[src/rtl/conv1_wm_loader.sv]
// conv1 weight-memory write feeder: packs IN_WIDTH beats into OUT_WIDTH words on RAM port A.
// Optional beat checksum accumulator enabled by defining CONV1_WM_LOADER_CKSUM_EN.
//
// state   | meaning
// --------+------------------------------------------------------------
// S_IDLE  | waiting for start, s_ready low
// S_LOAD  | accepting beats, writing one word per R beats
// S_FLUSH | final word being written (or empty load), s_ready low
// S_DONE  | done pulse, returns to S_IDLE
module conv1_wm_loader #(
    parameter int IN_WIDTH   = 64,
    parameter int OUT_WIDTH  = 512,
    parameter int ADDR_WIDTH = 8,
    parameter int DEPTH      = 242
) (
    input  logic                  clka,
    input  logic                  rsta,
    input  logic                  start,
    input  logic [ADDR_WIDTH:0]   num_words,
    input  logic                  s_valid,
    output logic                  s_ready,
    input  logic [IN_WIDTH-1:0]   s_data,
    input  logic                  s_last,
    output logic                  wea,
    output logic [ADDR_WIDTH-1:0] addra,
    output logic [OUT_WIDTH-1:0]  dina,
    output logic                  busy,
    output logic                  done,
    output logic                  err,
    output logic [IN_WIDTH-1:0]   cksum
);

    localparam int R      = OUT_WIDTH / IN_WIDTH;
    localparam int BEAT_W = (R > 1) ? $clog2(R) : 1;
    localparam logic [BEAT_W-1:0]   BEAT_LAST = BEAT_W'(R - 1);
    localparam logic [ADDR_WIDTH:0] DEPTH_W   = (ADDR_WIDTH + 1)'(DEPTH);

    typedef enum logic [1:0] {S_IDLE, S_LOAD, S_FLUSH, S_DONE} state_t;

    state_t                state;
    logic [BEAT_W-1:0]     beat_cnt;
    logic [ADDR_WIDTH:0]   word_idx;
    logic [ADDR_WIDTH:0]   n_words;
    logic [OUT_WIDTH-1:0]  word_buf;
    logic [OUT_WIDTH-1:0]  packed_word;
    logic [ADDR_WIDTH:0]   n_clamp;
    logic                  last_word;
    logic                  final_beat;
    logic                  accept;

    // Right shift so that after R beats the first beat sits in the LSBs.
    assign packed_word = {s_data, word_buf[OUT_WIDTH-1:IN_WIDTH]};
    assign n_clamp     = (num_words > DEPTH_W) ? DEPTH_W : num_words;
    assign last_word   = (word_idx == n_words - 1'b1);
    assign final_beat  = last_word && (beat_cnt == BEAT_LAST);
    assign accept      = (state == S_LOAD) && s_valid && s_ready;

    always_ff @(posedge clka) begin
        if (rsta) begin
            state    <= S_IDLE;
            beat_cnt <= '0;
            word_idx <= '0;
            n_words  <= '0;
            word_buf <= '0;
            s_ready  <= 1'b0;
            wea      <= 1'b0;
            addra    <= '0;
            dina     <= '0;
            busy     <= 1'b0;
            done     <= 1'b0;
            err      <= 1'b0;
        end else begin
            wea  <= 1'b0;
            done <= 1'b0;
            case (state)
                S_IDLE: begin
                    if (start) begin
                        err      <= (num_words > DEPTH_W);
                        n_words  <= n_clamp;
                        word_idx <= '0;
                        beat_cnt <= '0;
                        word_buf <= '0;
                        busy     <= 1'b1;
                        if (n_clamp == '0) begin
                            state <= S_FLUSH;
                        end else begin
                            state   <= S_LOAD;
                            s_ready <= 1'b1;
                        end
                    end
                end
                S_LOAD: begin
                    if (accept) begin
                        word_buf <= packed_word;
                        if (s_last != final_beat)
                            err <= 1'b1;
                        if (beat_cnt == BEAT_LAST) begin
                            beat_cnt <= '0;
                            wea      <= 1'b1;
                            addra    <= word_idx[ADDR_WIDTH-1:0];
                            dina     <= packed_word;
                            word_idx <= word_idx + 1'b1;
                            if (last_word) begin
                                s_ready <= 1'b0;
                                state   <= S_FLUSH;
                            end
                        end else begin
                            beat_cnt <= beat_cnt + 1'b1;
                        end
                    end
                end
                S_FLUSH: begin
                    done  <= 1'b1;
                    state <= S_DONE;
                end
                S_DONE: begin
                    busy  <= 1'b0;
                    state <= S_IDLE;
                end
                default: state <= S_IDLE;
            endcase
        end
    end

`ifdef CONV1_WM_LOADER_CKSUM_EN
    logic [IN_WIDTH-1:0] cksum_q;

    always_ff @(posedge clka) begin
        if (rsta)
            cksum_q <= '0;
        else if (state == S_IDLE && start)
            cksum_q <= '0;
        else if (accept)
            cksum_q <= cksum_q ^ s_data;
    end

    assign cksum = cksum_q;
`else
    assign cksum = '0;
`endif

endmodule

[config.mk]
export PLATFORM = sky130hd
export DESIGN_NAME = conv1_wm_loader
export DESIGN_NICKNAME = d
export VERILOG_FILES = /design/src/rtl/conv1_wm_loader.sv
export SDC_FILE = /design/constraint.sdc
export NUM_CORES = 2
export LEC_CHECK = 0
export CAP_MARGIN = 20
export CORE_ASPECT_RATIO = 0.9
export CORE_UTILIZATION = 25
export CTS_CLUSTER_SIZE = 30
export DETAILED_ROUTE_END_ITERATION = 6
export DONT_BUFFER_PORTS = 1
export GPL_ROUTABILITY_DRIVEN = 0
export PLACE_DENSITY = 0.42
export SLEW_MARGIN = 15
export SYNTH_ARGS = -nofsm -noshare
export SYNTH_HDL_FRONTEND = slang
export SYNTH_SLANG_ARGS = --single-unit
[constraint.sdc]
create_clock -name clka -period 4.15 [get_ports clka]
set_input_delay 0.2075 -clock clka [delete_from_list [all_inputs] [get_ports clka]]
set_output_delay 0.2075 -clock clka [all_outputs]
set_load 0.02 [all_outputs]
==> flow_metrics.env <==
export IMPL_outcome="finished with violations"
export IMPL_violations="DRC"
export IMPL_fin_util=0.353
export IMPL_area_delta_synth_final_pct=39.3
export IMPL_critPathLaunchType="register"
export IMPL_drive_above_1_share=0.0480
export IMPL_r2r_setup_slack_ps=590
export IMPL_core_area_um2=136000
export IMPL_grt_overflow=0
export IMPL_slew_headroom=0.0175
export IMPL_setup_viol=0
export IMPL_max_stage_delay_ps=570
export IMPL_finClkSkew_ps=37.0
export IMPL_powerDensity_nw_per_um2=459
export IMPL_synth_cell_types=48
export IMPL_place_hpwl_mm=76.2
export IMPL_crit_family="buffers and inverters"
export IMPL_cts_resized=0
export IMPL_fmax_mhz=281
export IMPL_critical_path_slowest_cell="dlygate4sd3_1"
export IMPL_grt_use_total=0.173
export IMPL_power_switching_share=0.273
export IMPL_grt_pass1_wl_mm=187
export IMPL_ys_async_sr_fraction=0
export IMPL_via_per_inst=4.63
export IMPL_tightest_slew_ps=1470
export IMPL_period_minus_slack_ps=3560
export IMPL_grt_pass1_vias=29700
export IMPL_dp_slack_ps=1480
export IMPL_cp_cell_sequence="inv_1, ha_1, xnor2_1, a211o_1, nor4_2, and3_1, nand3_2, a211o_1, dlygate4sd3_1, nand2_1, dlygate4sd3_1"
export IMPL_h_tree_depth=3
export IMPL_drtIter0Drc=2048
export IMPL_cts_buffers_inserted=109
export IMPL_hold_path_class="in -> reg"
export IMPL_cts_tree="built"
export IMPL_die_w_um=393
export IMPL_setup_tns_final_ps=0
export IMPL_clockPowerShare=0.461
export IMPL_grt_max_degree=768
export IMPL_yosys_warnings=0
export IMPL_path_buf_inv=3
export IMPL_ant_nets=0
export IMPL_p_comb_frac=0.098
export IMPL_synth_edff_count=0
export IMPL_rsz0062_at_grt="false"
export IMPL_antennaDiodeCount=0
export IMPL_synth_cells=4016
export IMPL_synth_area_per_cell_um2=8.57
export IMPL_critPathMaxFanout=6
export IMPL_initial_core_util=0.253
export IMPL_ir_worst_vdd_uv=490
export IMPL_finalPower_mw=22.0
export IMPL_vias=30500
export IMPL_cp_required_ps=4830
export IMPL_ctsHoldBuffers=846
export IMPL_clk_pin_slew_ps=60
export IMPL_final_max_slew_viol_count=0
export IMPL_yosysSeqAreaShare=0.579
export IMPL_clock_path_buffers=3
export IMPL_most_common_layout_cells="nand2_1 (1,054), dfxtp_1 (996), dlygate4sd3_1 (845)"
export IMPL_wirelength_mm=125
export IMPL_antenna_found_initial=3
export IMPL_clock_sinks=996
export IMPL_cp_data_arrival_time_ps=4230
export IMPL_drt_pass1_iter_count=7
export IMPL_synth_seq_cells=996
export IMPL_fin_cells=6590
export IMPL_power_switching_mw=6.00
export IMPL_die_area_um2=139000
export IMPL_setup_slack_ps=595
export IMPL_die_h_um=354
export IMPL_post_place_cells=5545
export IMPL_drcViolationCount=3
export IMPL_cts_setup_buffers=0
export IMPL_cap_violations=0
export IMPL_wl_per_cell_um=19.0
export IMPL_cp_end_kind="register"
export IMPL_rows=128
export IMPL_synth_ff_type="dfxtp_1"
export IMPL_layout_commonest_cell="nand2_1"
export IMPL_leakage_nw=18.5
export IMPL_numPortBuffers=0
export IMPL_crit_type="reg -> reg"
export IMPL_syn_area_um2=34400
export IMPL_nets=4769
export IMPL_hold_violations=0
export IMPL_clock_latency_ps=740
export IMPL_root_buffer="clkbuf_16"
export IMPL_io_pins=667
export IMPL_fin_crit_sh=0.857
export IMPL_p_seq_frac=0.441
export IMPL_power_internal_mw=16.0
## layer usage
metal  vias up  GRT usage  wire length (um)
met3       159     0.0636             11200
met2       754      0.243             50900
li1      14700          -                 -
met1     14900      0.246             60100
met5         -          0                10
met4         2     0.0457              2820
## cells in the mapped netlist (all sizes together) (4+ instances only)
cell	number	area [um2]
xor2	9	78.8
a22oi	449	3370
nor3	12	65.1
a21oi	535	2690
nor4	4	43.8
buf	161	980
clkbuf	235	883
nor2	473	1780
nand2	1054	3960
xnor2	9	78.8
ha	8	100
nand3	9	50.1
dfxtp	996	19900
o21ai	10	53.8
nand4	9	56.3
inv	8	30.0
## power by group through the flow
stage | sequential [mW] | combinational [mW] | clock, mW
after detailed placement | 9.92 | 1.94 | 0
after floorplan | 9.88 | 1.50 | 0
after global placement | 9.92 | 1.94 | 0
after CTS | 9.71 | 2.16 | 10.4
final | 9.71 | 2.16 | 10.1
after global routing | 9.71 | 2.35 | 10.8
## metrics by stage
stage | cell area, um2 | hold slack (ps)
final | 48000 | 137
after CTS | 47900 | 49.6
after global routing | 48000 | 101
after detailed placement | 35700 | 336
after global placement | 35700 | 334
after floorplan | 34700 | 344
## worst reg2reg max path, stage by stage, from the launching register on
cell           delay, ps
dfxtp_1              460
inv_1                 80
ha_1                 260
xnor2_1              140
a211o_1              320
nor4_2               410
and3_1               230
nand3_2              120
a211o_1              290
dlygate4sd3_1        570
nand2_1               70
dlygate4sd3_1        540
## cell families (layout without fill, tap and decap cells)
logic type | after synthesis | after routing | synth area share
DFF | 996 | 996 | 0.579
other | 1 | 64 | 0.000109
buffers and inverters | 405 | 1096 | 0.0552
xor gates and xnor gates | 18 | 18 | 0.00458
AOI/OAI and AO/OA | 1009 | 1009 | 0.182
adders and majority gates | 8 | 8 | 0.00291
and+or+nand+nor | 1579 | 1579 | 0.177
## sequential cells by signal (all words and copies together), names as in the netlist
signal	count
busy	1
dina	512
err	1
wea	1
beat_cnt	3
addra	8
state	2
n_words	9
word_idx	9
done	1
s_ready	1
word_buf	448
## cell type report
type                       count  area [um2]
clock inverter                29         460
clock buffer                 169        3280
multi-input combinational   2678       12900
fill                       14000       88000
inverter                       8        30.0
sequential                   996       19900
timing repair buffer         890        9120
tap                         1820        2280
## path summary, 6_finish.rpt
kind                                    from   endpoint  depth (start not counted)
worst min register to register  word_buf[81]   dina[17]                          2
worst max-delay path              n_words[0]   state[0]                         11
worst min-delay path                    rsta  dina[253]                          2
worst max register to register    n_words[0]   state[0]                         11
Power figures use the tool's default switching activity.
